$ cat src/rtl/frame_peak_pkg.sv
// Shared definitions for the frame peak tracker: FSM state encoding and default sizes.
package frame_peak_pkg;

  localparam int DEF_FRAME_LEN = 16;
  localparam int DEF_DATA_W    = 8;

  typedef enum logic [1:0] {
    ST_FIRST = 2'd0,
    ST_ACCUM = 2'd1,
    ST_HOLD  = 2'd2
  } state_e;

endpackage

$ cat src/rtl/frame_peak_tracker_if.sv
// Sample-in / result-out handshake bundle of the frame peak tracker.
interface frame_peak_tracker_if #(
  parameter int DATA_W = 8,
  parameter int CNT_W  = 5
);

  logic              in_valid;
  logic              in_ready;
  logic [DATA_W-1:0] in_data;
  logic              out_valid;
  logic              out_ready;
  logic [DATA_W-1:0] out_max;
  logic [DATA_W-1:0] out_min;
  logic [CNT_W-1:0]  out_max_cnt;
  logic [CNT_W-1:0]  out_min_cnt;
  logic              busy;

  modport slave (
    input  in_valid, in_data, out_ready,
    output in_ready, out_valid, out_max, out_min, out_max_cnt, out_min_cnt, busy
  );

  modport master (
    output in_valid, in_data, out_ready,
    input  in_ready, out_valid, out_max, out_min, out_max_cnt, out_min_cnt, busy
  );

endinterface

$ cat src/rtl/peak_cmp_unit.sv
// Combinational sample-vs-extremes compare built from two 8-bit magnitude comparators.
module mag_comp8 (
  input  logic [7:0] a_i,
  input  logic [7:0] b_i,
  output logic       a_high_o,
  output logic       b_high_o,
  output logic       equal_o
);

  assign a_high_o = (a_i > b_i);
  assign b_high_o = (a_i < b_i);
  assign equal_o  = (a_i == b_i);

endmodule

module peak_cmp_unit (
  input  logic [7:0] sample_i,
  input  logic [7:0] cur_max_i,
  input  logic [7:0] cur_min_i,
  output logic       gt_max_o,
  output logic       eq_max_o,
  output logic       lt_min_o,
  output logic       eq_min_o
);

  logic max_b_high;
  logic min_a_high;

  mag_comp8 u_cmp_max (
    .a_i      (sample_i),
    .b_i      (cur_max_i),
    .a_high_o (gt_max_o),
    .b_high_o (max_b_high),
    .equal_o  (eq_max_o)
  );

  // The sample is operand a in both compares, so "below min" is the b_high flag.
  mag_comp8 u_cmp_min (
    .a_i      (sample_i),
    .b_i      (cur_min_i),
    .a_high_o (min_a_high),
    .b_high_o (lt_min_o),
    .equal_o  (eq_min_o)
  );

  logic unused_flags;
  assign unused_flags = max_b_high ^ min_a_high;

endmodule

$ cat src/rtl/frame_peak_tracker.sv
// Per-frame running max/min tracker with hit counts; one result per frame on a valid/ready port.
module frame_peak_tracker
  import frame_peak_pkg::*;
#(
  parameter int FRAME_LEN = DEF_FRAME_LEN,
  parameter int DATA_W    = DEF_DATA_W,
  parameter int CNT_W     = $clog2(FRAME_LEN + 1)
) (
  input  logic                 clk,
  input  logic                 rst,
  frame_peak_tracker_if.slave  bus
);

  localparam logic [CNT_W-1:0] LAST_IDX = CNT_W'(FRAME_LEN);
  localparam logic [CNT_W-1:0] ONE      = CNT_W'(1);

  state_e            state_q, state_d;
  logic [DATA_W-1:0] max_q, max_d;
  logic [DATA_W-1:0] min_q, min_d;
  logic [CNT_W-1:0]  max_cnt_q, max_cnt_d;
  logic [CNT_W-1:0]  min_cnt_q, min_cnt_d;
  logic [CNT_W-1:0]  idx_q, idx_d;
  logic              busy_q, busy_d;

  logic in_ready;
  logic xfer;
  logic gt_max, eq_max, lt_min, eq_min;

  assign in_ready = ~rst & (state_q != ST_HOLD);
  assign xfer     = bus.in_valid & in_ready;

  peak_cmp_unit u_cmp (
    .sample_i  (bus.in_data),
    .cur_max_i (max_q),
    .cur_min_i (min_q),
    .gt_max_o  (gt_max),
    .eq_max_o  (eq_max),
    .lt_min_o  (lt_min),
    .eq_min_o  (eq_min)
  );

  always_comb begin
    state_d   = state_q;
    max_d     = max_q;
    min_d     = min_q;
    max_cnt_d = max_cnt_q;
    min_cnt_d = min_cnt_q;
    idx_d     = idx_q;
    busy_d    = busy_q;

    case (state_q)
      ST_FIRST: begin
        if (xfer) begin
          max_d     = bus.in_data;
          min_d     = bus.in_data;
          max_cnt_d = ONE;
          min_cnt_d = ONE;
          idx_d     = ONE;
          busy_d    = 1'b1;
          state_d   = (FRAME_LEN == 1) ? ST_HOLD : ST_ACCUM;
        end
      end
      ST_ACCUM: begin
        if (xfer) begin
          // Max and min are updated independently; an equal sample can bump both counts.
          if (gt_max) begin
            max_d     = bus.in_data;
            max_cnt_d = ONE;
          end else if (eq_max) begin
            max_cnt_d = max_cnt_q + ONE;
          end
          if (lt_min) begin
            min_d     = bus.in_data;
            min_cnt_d = ONE;
          end else if (eq_min) begin
            min_cnt_d = min_cnt_q + ONE;
          end
          idx_d = idx_q + ONE;
          if (idx_q + ONE == LAST_IDX) begin
            state_d = ST_HOLD;
          end
        end
      end
      ST_HOLD: begin
        if (bus.out_ready) begin
          state_d = ST_FIRST;
          busy_d  = 1'b0;
          idx_d   = '0;
        end
      end
      default: begin
        state_d = ST_FIRST;
      end
    endcase
  end

  always_ff @(posedge clk) begin
    if (rst) begin
      state_q   <= ST_FIRST;
      max_q     <= '0;
      min_q     <= '0;
      max_cnt_q <= '0;
      min_cnt_q <= '0;
      idx_q     <= '0;
      busy_q    <= 1'b0;
    end else begin
      state_q   <= state_d;
      max_q     <= max_d;
      min_q     <= min_d;
      max_cnt_q <= max_cnt_d;
      min_cnt_q <= min_cnt_d;
      idx_q     <= idx_d;
      busy_q    <= busy_d;
    end
  end

  assign bus.in_ready    = in_ready;
  assign bus.out_valid   = (state_q == ST_HOLD);
  assign bus.out_max     = max_q;
  assign bus.out_min     = min_q;
  assign bus.out_max_cnt = max_cnt_q;
  assign bus.out_min_cnt = min_cnt_q;
  assign bus.busy        = busy_q;

endmodule
$ cat src/flat_wrapper.sv
// flat-port wrapper written by rule: the top's interface ports become plain ports
module frame_peak_tracker_flat import frame_peak_pkg::*;
#(
  parameter int FRAME_LEN = DEF_FRAME_LEN,
  parameter int DATA_W    = DEF_DATA_W,
  parameter int CNT_W     = $clog2(FRAME_LEN + 1)
)
  (clk, rst, bus_in_valid, bus_in_data, bus_out_ready, bus_in_ready, bus_out_valid, bus_out_max, bus_out_min, bus_out_max_cnt, bus_out_min_cnt, bus_busy);
  frame_peak_tracker_if #(.DATA_W(DATA_W), .CNT_W(CNT_W)) bus_i ();
  input  logic clk;
  input  logic rst;
  input wire logic [$bits(bus_i.in_valid)-1:0] bus_in_valid;
  input wire logic [$bits(bus_i.in_data)-1:0] bus_in_data;
  input wire logic [$bits(bus_i.out_ready)-1:0] bus_out_ready;
  output wire logic [$bits(bus_i.in_ready)-1:0] bus_in_ready;
  output wire logic [$bits(bus_i.out_valid)-1:0] bus_out_valid;
  output wire logic [$bits(bus_i.out_max)-1:0] bus_out_max;
  output wire logic [$bits(bus_i.out_min)-1:0] bus_out_min;
  output wire logic [$bits(bus_i.out_max_cnt)-1:0] bus_out_max_cnt;
  output wire logic [$bits(bus_i.out_min_cnt)-1:0] bus_out_min_cnt;
  output wire logic [$bits(bus_i.busy)-1:0] bus_busy;
  assign bus_i.in_valid = bus_in_valid;
  assign bus_i.in_data = bus_in_data;
  assign bus_i.out_ready = bus_out_ready;
  assign bus_in_ready = bus_i.in_ready;
  assign bus_out_valid = bus_i.out_valid;
  assign bus_out_max = bus_i.out_max;
  assign bus_out_min = bus_i.out_min;
  assign bus_out_max_cnt = bus_i.out_max_cnt;
  assign bus_out_min_cnt = bus_i.out_min_cnt;
  assign bus_busy = bus_i.busy;
  frame_peak_tracker #(.FRAME_LEN(FRAME_LEN), .DATA_W(DATA_W), .CNT_W(CNT_W)) u_core (.clk(clk), .rst(rst), .bus(bus_i));
endmodule
$ cat config.mk
export PLATFORM = sky130hd
export DESIGN_NAME = frame_peak_tracker_flat
export DESIGN_NICKNAME = d
export VERILOG_FILES = /design/src/rtl/frame_peak_pkg.sv /design/src/rtl/frame_peak_tracker_if.sv /design/src/rtl/peak_cmp_unit.sv /design/src/rtl/frame_peak_tracker.sv /design/src/flat_wrapper.sv
export SDC_FILE = /design/constraint.sdc
export NUM_CORES = 1
export LEC_CHECK = 0
export BUFFER_PORTS_ARGS = -buffer_cell sky130_fd_sc_hd__buf_2
export CAP_MARGIN = 0
export CORE_MARGIN = 3
export CORE_UTILIZATION = 30
export CTS_CLUSTER_SIZE = 40
export DETAILED_ROUTE_END_ITERATION = 10
export GPL_TIMING_DRIVEN = 0
export PLACE_DENSITY = 0.58
export REMOVE_ABC_BUFFERS = 1
export SETUP_SLACK_MARGIN = 0.02
export SLEW_MARGIN = 30
export SYNTH_ARGS = -nofsm -noshare
export SYNTH_HDL_FRONTEND = slang
export SYNTH_SLANG_ARGS = --single-unit
$ cat constraint.sdc
create_clock -name clk -period 8 [get_ports clk]
set_input_delay 2.4 -clock clk [delete_from_list [all_inputs] [get_ports clk]]
set_output_delay 2.4 -clock clk [all_outputs]
set_load 0.01 [all_outputs]
# == After elaboration in Yosys (flattened, before gate mapping) ==
# Index checks and enable logic that the tools add are counted.
# op_classes
n_div,0
reduce_logical,11
mux,27
n_addsub,3
order_cmp,2
shift,0
n_eq_ne,14
bitwise,3
mul,0
# ops
operator,n
5-bit 2-to-1 mux,9
8-bit 2-to-1 mux,5
8-bit case mux with 2 select lines,2
4-bit AND reduction,6
5-bit case mux with 2 select lines,2
8-bit equality test,2
"5-bit by 1-bit adder with 5-bit output, second input constant",3
5-bit case mux with 3 select lines,1
"2-bit by 1-bit inequality test with 1-bit output, second input constant",5
8-bit greater-than comparator,1
8-bit less-than comparator,1
2-bit 2-to-1 mux,4
"3-bit by 1-bit inequality test with 1-bit output, second input constant",2
2-bit case mux with 3 select lines,1
"5-bit equality test, second input constant",1
"2-bit inequality test, second input constant",2
2-bit nonzero test,2
3-bit AND reduction,1
3-bit nonzero test,1
1-bit AND,2
"2-bit by 1-bit equality test with 1-bit output, second input constant",1
"2-bit equality test, second input constant",1
2-bit logical NOT,1
1-bit 2-to-1 mux,2
other kinds (2),2
# word_totals
register_bits,34
mem_bits_rw,0
mem_count,0
word_cells,67
latch_bits,0
mem_bits_ro,0

# == Depth between registers and ports, before layout ==
# Gate-level depths: netlist (run 1).
# depth
word_depth,5
mapped_depth,10
depth_no_buf,8

# == Modules after synthesis ==
# From an unflattened synthesis (run 1), not the netlist that was laid out.
# hier_totals
cells_unflattened,228
hier_area_um2,2030.7
# by_module_without_submodules
mod,area_each_um2,n_inst,cells_each
frame_peak_tracker,1580.3,1,170
mag_comp8,225.2,2,29

# == Worst setup path after synthesis (run 1) ==
# OpenSTA, ideal clock, no wires.
# synth_timing
path_kind,input-to-output
startpoint,in rst
endpoint,out bus_in_ready
stages,4
setup_slack_ps,2277
arrival_ps,3323
cell_sequence,clkbuf_1 clkbuf_1 buf_1 nor2_1
# synth_via
elab_chain_cells,2
# synth_rtl
element,line,rtl
start: declaration,flat_wrapper.sv:11,input logic rst;
1-bit inverter,frame_peak_tracker.sv:29,assign in_ready = ~rst & (state_q != ST_HOLD);
1-bit AND,frame_peak_tracker.sv:29,
end: declaration,flat_wrapper.sv:15,output wire logic [$bits(bus_i.in_ready)-1:0] bus_in_ready;
# Every way passes these cells.

# == Worst setup path in the final report (run 1) ==
# Same ends and word-level chain as after synthesis.

==> flow_summary_export.csv, run 1 <==
group,metric,value,unit
global_routing,track_usage,12.7,%
job,cap_violations,0,
yosys,synth.distinct_cells,44,
setup_path,start_kind,"primary input",
routing,wl_met1,2110,um
die,start_util,32.0,%
clock_tree,tritoncts,"done",
pwr,ir_drop,0.0000953,V
yosys,synth_top_cell_area_share,34.6,%
setup_path,critPathRequiredTime,5600,ps
clock_tree,cts_inserted_buffers,5,
placement,io_buffers,40,
yosys,netlist_area,1960,um2
clock_tree,cts_root_buffer,"clkbuf_8",
pwr,p_per_area,213,nW/um2
sta,slew_violations,0,
routing,highest_layer,"met4",
routing,ant_nets,0,
routing,vias,1711,
placement,postPlaceCellArea,2230,um2
finish,num_antenna_cells,0,
global_routing,grt_max_degree,36,
die,die_h,86.9,um
worst_hold_path,hold_path_class,"register to register",
setup_path,path_max_fanout,35,
global_routing,grt_antenna_before_repair,0,
yosys,avgSynthCellArea,8.65,um2
finish,syn2layout_area_growth,18.0,%
die,die_area,7560,um2
clock_tree,clock_latency,290,ps
global_routing,overflow,0,
yosys,synth.most_common_cell,"dfxtp_1",
yosys,yosysTopAreaCell,"dfxtp_1",
clock_tree,clk_pin_slew,70,ps
sta,finalSetupViolCount,0,
sta,period_needed,5560,ps
routing,drt_iter0_drc,51,
sta,holdWs,475,ps
yosys,synth_common_cells,"dfxtp_1, ha_1, inv_1",
sta,fin_skew,3.83,ps
die,core,6130,um2
sta,worstMarginPinSlew,825,ps
yosys,synth_warnings,0,
yosys,synth_area_leaders,"dfxtp_1, ha_1, mux2i_1",
placement,dpl.hpwl,3150,um
setup_path,slowest_delay,530,ps
finish,fin_nets,303,
clock_tree,h-tree-depth,2,
die,io-pin-count,41,
run_status,status,"finished, final reports clean",
sta,period_share,69.5,%
clock_tree,cts_buffer_depth,2,
finish,nFillCells,649,
setup_path,path_common_cell,"buf_2",
routing,dr_wl_met3,238,um
pwr,p_total,0.493,mW
die,rows,28,
routing,wire_per_inst,12.4,um
routing,dr.pass1.iters,4,
routing,drc,0,
setup_path,path_cells,"buf_2, nor2_1, buf_2",
sta,rsz0062_at_grt,"false",
sta,max_freq,180,MHz
sta,slew_headroom,45.0,%
setup_path,crit_type,"primary input to primary output",
clock_tree,clock_sinks,34,
routing,wl_met2,1850,um
clock_tree,postCtsSetupBuffers,0,
clock_tree,cts_resized,0,
finish,drive_gt1_share,22.0,%
yosys,synth_cells,227,
routing,wl,4270,um
routing,viasPerCell,4.99,
clock_tree,postCtsHoldBufs,0,
setup_path,critPathSlowestCell,"buf_2",
yosys,synthArstFlopShare,0,%
yosys,yosysSeqAreaShare,34.6,%
placement,gp_congestion,0.722,
finish,final_area,2320,um2
global_routing,grt_pass1_vias,1709,
die,die_w,86.9,um
setup_path,critPathArrivalTime,3160,ps
yosys,synth-edff-count,0,
finish,utilization,37.8,%
pwr,p_leak,1.00,nW
setup_path,worstSetupEndpointType,"primary output",
sta,setup_tns,0,ps
global_routing,grt_pass1_wl,7680,um
sta,finalHoldViolCount,0,
yosys,ys_dominant_reg_cell,"dfxtp_1",
yosys,ys_seq_elements,34,
[worst paths after layout]
| kind | startpoint | endpoint | cells past startpoint | slack, ps |
|---|---|---|---|---|
| worst max register to register | u_core.state_q[0]$_SDFFE_PP0P_ | u_core.bus.out_min_cnt[3]$_SDFFE_PP0P_ | 7 | 5510 |
| worst min register to register | u_core.bus.busy$_SDFFE_PP0P_ | u_core.bus.busy$_SDFFE_PP0P_ | 2 | 470 |
| worst min-delay path | u_core.bus.busy$_SDFFE_PP0P_ | u_core.bus.busy$_SDFFE_PP0P_ | 2 | 470 |
| worst max-delay path | rst | bus_in_ready | 3 | 2440 |
[final cells by class]
class | count | area (um2) | share of cell area, %
Inverter | 22 | 82.6 | 3.56
Clock inverter | 1 | 5.00 | 0.216
Sequential cell | 34 | 681 | 29.4
Multi-Input combinational cell | 164 | 1170 | 50.5
Clock buffer | 7 | 86.3 | 3.72
Tap cell | 75 | 93.8 | 4.05
Timing Repair Buffer | 40 | 200 | 8.63
[metrics by stage]
stage / std cells / worst slack, ps
after floorplan: 220 / 3040
after global placement: 335 / 2440
after detailed placement: 335 / 2440
after CTS: 343 / 2440
after global routing: 343 / 2370
final: 343 / 2440
[flip-flops by register name (all words and copies together) (netlist names)]
| signal | count |
|---|---|
| u_core.bus.out_max | 8 |
| u_core.bus.out_min | 8 |
| u_core.bus.out_max_cnt | 5 |
| u_core.bus.out_min_cnt | 5 |
| u_core.idx_q | 5 |
| u_core.state_q | 2 |
| u_core.bus.busy | 1 |
[cell usage in the layout, fill, tap and decap left out, drive strengths merged, types with 2 or more instances in the layout]
cell	n
a31oi	4
a21oi	13
nand4	7
nand3	8
inv	22
xor2	2
nor4	3
nor2	20
nand2	20
a211oi	3
ha	24
a31o	3
buf	40
o211ai	2
xnor2	2
dfxtp	34
o31ai	7
clkbuf	7
mux2i	8
or4b	3
nor2b	5
or3	2
o21ai	10
nor3	8
[worst max-delay path, delay by kind of cell]
| kind | cells | cell delay [ps] |
|---|---|---|
| buffers and inverters | 2 | 690 |
| AND/OR/NAND/NOR | 1 | 70 |
[report_power, final]
part | switching, mW | total, mW | internal, mW
Clock | 0.0665 | 0.136 | 0.0695
Combinational | 0.0958 | 0.157 | 0.0609
Sequential | 0.0128 | 0.201 | 0.188
Total | 0.175 | 0.493 | 0.318
[logic make-up (layout without fill, tap and decap cells)]
family                     after synthesis  count (layout)  share of synthesized area [%]
AOI/OAI and AO/OA                       47              47                           17.4
xor gates and xnor gates                 4               4                           1.78
adders and majority gates               24              24                           15.3
buffers and inverters                   29              70                           5.80
DFF                                     34              34                           34.6
muxes                                    8               8                           4.08
and+or+nand+nor                         81              81                           21.0
[metal layers]
metal  vias to the layer above  track usage (%)
met5                         -                0
met4                         0             4.67
met3                         5             3.69
met2                        31             20.3
met1                       787             16.0
li1                        888                -
(Power assumes the default switching activity.)
==> inputs of run 2 (changes only) <==
--- a/config.mk
+++ b/config.mk
@@ -5,6 +5,7 @@
 export SDC_FILE = /design/constraint.sdc
 export NUM_CORES = 1
 export LEC_CHECK = 0
+export ABC_AREA = 1
 export BUFFER_PORTS_ARGS = -buffer_cell sky130_fd_sc_hd__buf_2
 export CAP_MARGIN = 0
 export CORE_MARGIN = 3
==> constraint.sdc (replaced) <==
create_clock -name clk -period 5.48 [get_ports clk]
set_input_delay 1.644 -clock clk [delete_from_list [all_inputs] [get_ports clk]]
set_output_delay 1.644 -clock clk [all_outputs]
set_load 0.01 [all_outputs]
==> run 2 against run 1 <==
Synthesized area up 6.1%. Wire length up 10%. Global-route usage up 0.22 points. Final area up 4.5%. Largest cell class unchanged.
==> flow_summary_export.csv, run 2 <==
group,metric,value,unit
clock_tree,tritoncts,"done",
pwr,internal-power,0.426,mW
yosys,synth.most_common_cell,"nand2_1",
run_status,status,"finished, final reports clean",
setup_path,critPathRequiredTime,3840,ps
global_routing,grt_pass1_wl,7970,um
sta,fin_ws,1640,ps
setup_path,start_kind,"primary input",
yosys,synth.distinct_cells,30,
routing,drc,0,
clock_tree,postCtsSetupBuffers,0,
pwr,netSwitchingFraction,33.2,%
clock_tree,cts_resized,0,
global_routing,grt_pass1_vias,1759,
yosys,synth_area_leaders,"dfxtp_1, ha_1, nand2_1",
setup_path,crit_type,"primary input to primary output",
job,cap_violations,0,
yosys,ys_seq_elements,34,
pwr,p_leak,1.20,nW
global_routing,grt_busiest_layer,"met2",
setup_path,critPathArrivalTime,2200,ps
routing,viasPerCell,4.68,
finish,seq_area,681,um2
yosys,netlist_area,2080,um2
pwr,ir_drop,0.0000973,V
yosys,yosys.area_share.adder,14.4,%
pwr,p_per_area,263,nW/um2
die,die_area,7980,um2
die,start_util,31.9,%
die,die_w,89.3,um
setup_path,path_common_cell,"buf_2",
yosys,ys_dominant_reg_cell,"dfxtp_1",
routing,drt_iter0_drc,60,
finish,final_cell_mix,"nand2_1, buf_2, nor2_1, dfxtp_1, inv_1",
yosys,yosys.area_share.simple,31.5,%
finish,nFillCells,716,
setup_path,worstSetupEndpointType,"primary output",
pwr,clock_power_share,30.6,%
routing,vias,1899,
yosys,yosysTopAreaCell,"dfxtp_1",
die,core,6530,um2
finish,final_area,2420,um2
sta,finalSetupViolCount,0,
finish,utilization,37.1,%
yosys,synth_top_cell_area_share,32.7,%
sta,slew_headroom,59.9,%
placement,io_buffers,40,
clock_tree,clock_latency,290,ps
global_routing,grt_antenna_before_repair,0,
yosys,synth_warnings,0,
sta,worstMarginPinSlew,597,ps
clock_tree,cts_buffer_depth,2,
sta,max_freq,260,MHz
global_routing,overflow,0,
placement,gp_congestion,0.769,
pwr,p_seq_share,44.4,%
global_routing,use_met3,3.41,%
clock_tree,cts_inserted_buffers,5,
global_routing,gr-usage-met1,17.0,%
sta,period_needed,3840,ps
routing,wl,4700,um
finish,drive_gt1_share,18.2,%
sta,period_share,70.1,%
die,io-pin-count,41,
sta,slew_violations,0,
yosys,synth-xor-area-share,3.78,%
routing,dr.pass1.iters,4,
routing,wire_per_inst,11.6,um
global_routing,grt_max_degree,19,
worst_hold_path,hold_path_class,"register to register",
yosys,synth_top_family_by_area,"simple AND/OR/NAND/NOR gates",
yosys,synth_common_cells,"nand2_1, nor2_1, dfxtp_1",
routing,ant_nets,0,
sta,setup_tns,0,ps
clock_tree,cts_root_buffer,"clkbuf_8",
yosys,synth_mux_area_share,0,%
sta,finalHoldViolCount,0,
die,die_h,89.3,um
setup_path,path_max_fanout,18,
placement,pre_cts_ws,1630,ps
placement,dpl.hpwl,3520,um
global_routing,grt_util_met2,20.3,%
yosys,yosysSeqAreaShare,32.7,%
yosys,synthArstFlopShare,0,%
die,rows,29,
yosys,synth_cells,288,
finish,fin_nets,364,
placement,postPlaceCellArea,2330,um2
sta,rsz0062_at_grt,"false",
sta,fin_skew,7.84,ps
finish,syn2layout_area_growth,16.3,%
setup_path,critPathSlowestCell,"buf_2",
finish,mostFrequentLayoutCell,"nand2_1",
clock_tree,clk_pin_slew,70,ps
yosys,synth-edff-count,0,
clock_tree,h-tree-depth,2,
clock_tree,clock_sinks,34,
finish,num_antenna_cells,0,
clock_tree,postCtsHoldBufs,0,
yosys,synth_compound_area_share,9.01,%
global_routing,track_usage,12.9,%
setup_path,path_cells,"buf_2, nor2_4, buf_2",
pwr,switching_power,0.212,mW
finish,multi_input_comb_area,1220,um2
pwr,power_frac_comb,25.0,%
yosys,avgSynthCellArea,7.23,um2
sta,holdWs,477,ps
setup_path,slowest_delay,340,ps
==> run 2: cell count changes in the layout (fill, tap and decap cells not counted), sizes merged, moves of 10 or more <==
cell	delta
nor2	+21
a21oi	+10
nand2	+52
inv	+11
nand3	+14
==> run 2: logic make-up after synthesis <==
kind of cell               Yosys count
AOI/OAI and AO/OA                   32
xor gates and xnor gates             9
adders and majority gates           24
buffers and inverters               42
DFF                                 34
and+or+nand+nor                    147
==> run 2: stage by stage <==
stage	std cells	total power, mW
global placement	398	0.447
finish	406	0.638
detailed placement	398	0.449
floorplan	281	0.396
global route	406	0.685
CTS	406	0.649
==> run 2: layout make-up <==
class                   instances  share of cell area (%)
clock buffers                   7                    3.56
clock inverters                 1                   0.207
inverters                      35                    5.42
multi-input cells             212                    50.5
flip-flops and latches         34                    28.1
well taps                      77                    3.98
repair buffers                 40                    8.26
==> run 2: power by group through the flow <==
stage | sequential, mW | clock, mW | combinational (mW)
after floorplan | 0.294 | 0 | 0.102
after global placement | 0.288 | 0 | 0.159
after detailed placement | 0.289 | 0 | 0.160
after CTS | 0.283 | 0.204 | 0.161
after global routing | 0.286 | 0.214 | 0.186
final | 0.283 | 0.195 | 0.159
==> run 2: worst max-delay path: cells and delay by family <==
family	cells	cell delay [ps]
simple gates	1	60
buf+inv	2	490
==> run 2: worst paths after layout <==
| kind | startpoint | end | slack [ps] | cells after the start |
|---|---|---|---|---|
| min | u_core.bus.out_min[4]$_SDFFE_PP0P_ | u_core.bus.out_min[4]$_SDFFE_PP0P_ | 480 | 2 |
| max reg2reg | u_core.state_q[1]$_SDFFE_PP0P_ | u_core.bus.out_min_cnt[4]$_SDFFE_PP0P_ | 2980 | 9 |
| max | rst | bus_in_ready | 1640 | 3 |
| min reg2reg | u_core.bus.out_min[4]$_SDFFE_PP0P_ | u_core.bus.out_min[4]$_SDFFE_PP0P_ | 480 | 2 |
==> run 2: metal layers <==
metal,routed length [um],part of all wire [%]
met3,243,5.2
met4,70,1.5
met1,2300,49
met2,2090,44
met5,0,0
==> inputs of run 3 (changes only) <==
--- a/config.mk
+++ b/config.mk
@@ -13,7 +13,7 @@
 export CTS_CLUSTER_SIZE = 40
 export DETAILED_ROUTE_END_ITERATION = 10
 export GPL_TIMING_DRIVEN = 0
-export PLACE_DENSITY = 0.58
+export PLACE_DENSITY = 0.59
 export REMOVE_ABC_BUFFERS = 1
 export SETUP_SLACK_MARGIN = 0.02
 export SLEW_MARGIN = 30
==> constraint.sdc (replaced) <==
create_clock -name clk -period 3.4 [get_ports clk]
set_input_delay 1.02 -clock clk [delete_from_list [all_inputs] [get_ports clk]]
set_output_delay 1.02 -clock clk [all_outputs]
set_load 0.01 [all_outputs]
==> run 3 against run 2 <==
Global-route usage is 0.078 points lower. Non-clock buffer count is the same. Critical path depth increased by 9. Largest cell class unchanged.
==> flow_summary_export.csv, run 3 (synthesis gave the netlist of run 2 again) <==
group,metric,value,unit
global_routing,grt_max_degree,19,
sta,max_freq,380,MHz
setup_path,path_max_fanout,11,
sta,finalSetupViolCount,0,
placement,io_buffers,40,
clock_tree,clock_sinks,34,
die,die_area,7980,um2
die,die_h,89.3,um
sta,period_share,77.4,%
global_routing,grt_pass1_vias,1721,
finish,num_antenna_cells,0,
finish,final_cells,406,
setup_path,critPathRequiredTime,3630,ps
setup_path,reg2reg_slack,910,ps
global_routing,grt_antenna_before_repair,0,
global_routing,grt_pass1_wl,7900,um
placement,pre_cts_ws,461,ps
placement,gp_congestion,0.796,
sta,worstMarginPinSlew,587,ps
setup_path,crit_type,"primary input to register",
routing,wire_per_inst,11.9,um
placement,dpl.hpwl,3570,um
clock_tree,tritoncts,"done",
setup_path,worstSetupEndpointType,"register",
finish,drive_gt1_share,18.2,%
job,cap_violations,0,
placement,postPlaceCellArea,2330,um2
sta,fin_skew,8.52,ps
finish,mostFrequentLayoutCell,"nand2_1",
finish,syn2layout_area_growth,16.3,%
finish,utilization,37.1,%
clock_tree,postCtsHoldBufs,0,
routing,drt_iter0_drc,47,
sta,holdWs,483,ps
clock_tree,cts_inserted_buffers,5,
die,die_w,89.3,um
die,rows,29,
setup_path,start_kind,"primary input",
pwr,p_leak,1.20,nW
sta,finalHoldViolCount,0,
die,io-pin-count,41,
sta,rsz0062_at_grt,"false",
run_status,status,"finished, final reports clean",
sta,fin_ws,767,ps
die,start_util,31.9,%
routing,dr.pass1.iters,4,
clock_tree,cts_buffer_depth,2,
sta,slew_headroom,60.6,%
routing,vias,1916,
routing,viasPerCell,4.72,
routing,wl,4840,um
sta,period_needed,2630,ps
global_routing,track_usage,12.8,%
finish,fin_nets,364,
die,core,6530,um2
sta,setup_tns,0,ps
placement,place.detailed.instances,398,
finish,final_cell_mix,"nand2_1, buf_2, nor2_1, dfxtp_1, inv_1",
sta,slew_violations,0,
clock_tree,clk_pin_slew,70,ps
clock_tree,h-tree-depth,2,
finish,final_area,2420,um2
clock_tree,cts_root_buffer,"clkbuf_8",
clock_tree,postCtsSetupBuffers,0,
setup_path,critPathArrivalTime,2860,ps
global_routing,overflow,0,
pwr,p_per_area,426,nW/um2
pwr,ir_drop,0.000274,V
routing,drc,0,
worst_hold_path,hold_path_class,"register to register",
clock_tree,cts_resized,0,
pwr,p_total,1.03,mW
clock_tree,clock_latency,290,ps
routing,ant_nets,0,
[run 3: cell counts in the layout (fill, tap and decap cells not counted)]
Identical to the previous run, type by type.
[run 3: worst paths after layout]
check	start	cells past startpoint	to
worst max-delay path	bus_in_data[7]	12	u_core.bus.out_min_cnt[3]$_SDFFE_PP0P_
worst min-delay path	u_core.idx_q[4]$_SDFFE_PP0P_	2	u_core.idx_q[4]$_SDFFE_PP0P_
worst max register to register	u_core.state_q[1]$_SDFFE_PP0P_	9	u_core.bus.out_min_cnt[3]$_SDFFE_PP0P_
worst min register to register	u_core.idx_q[4]$_SDFFE_PP0P_	2	u_core.idx_q[4]$_SDFFE_PP0P_
[run 3: critical path: stages]
cell,delay (ps)
buf_2,130
ha_1,300
nand2_1,70
nor2_1,150
nand2_1,80
nand2_2,120
nand2_2,160
nand2_1,380
nand2_1,220
nand2_1,100
nand2_1,50
nor2_1,80
[run 3: cell type report]
cell class / count / area, um2
clock inverters: 1 / 5.00
inverters: 35 / 131
fillers: 687 / 4110
well taps: 77 / 96.3
multi-input cells: 212 / 1220
clock buffers: 7 / 86.3
flip-flops and latches: 34 / 681
repair buffers: 40 / 200
[run 3: power by group]
| part | leakage [nW] | switching [mW] | internal [mW] |
|---|---|---|---|
| sequential | 0.278 | 0.0258 | 0.430 |
| clock | 0.0482 | 0.154 | 0.164 |
| combinational | 0.878 | 0.166 | 0.0935 |
[run 3: per-layer routing]
layer / GRT usage (%) / vias up / routed length [um]
met1: 16.0 / 862 / 2300
met3: 4.15 / 6 / 295
met4: 3.92 / 0 / 40
met5: 0 / - / 0
met2: 20.9 / 40 / 2210
li1: - / 1008 / -
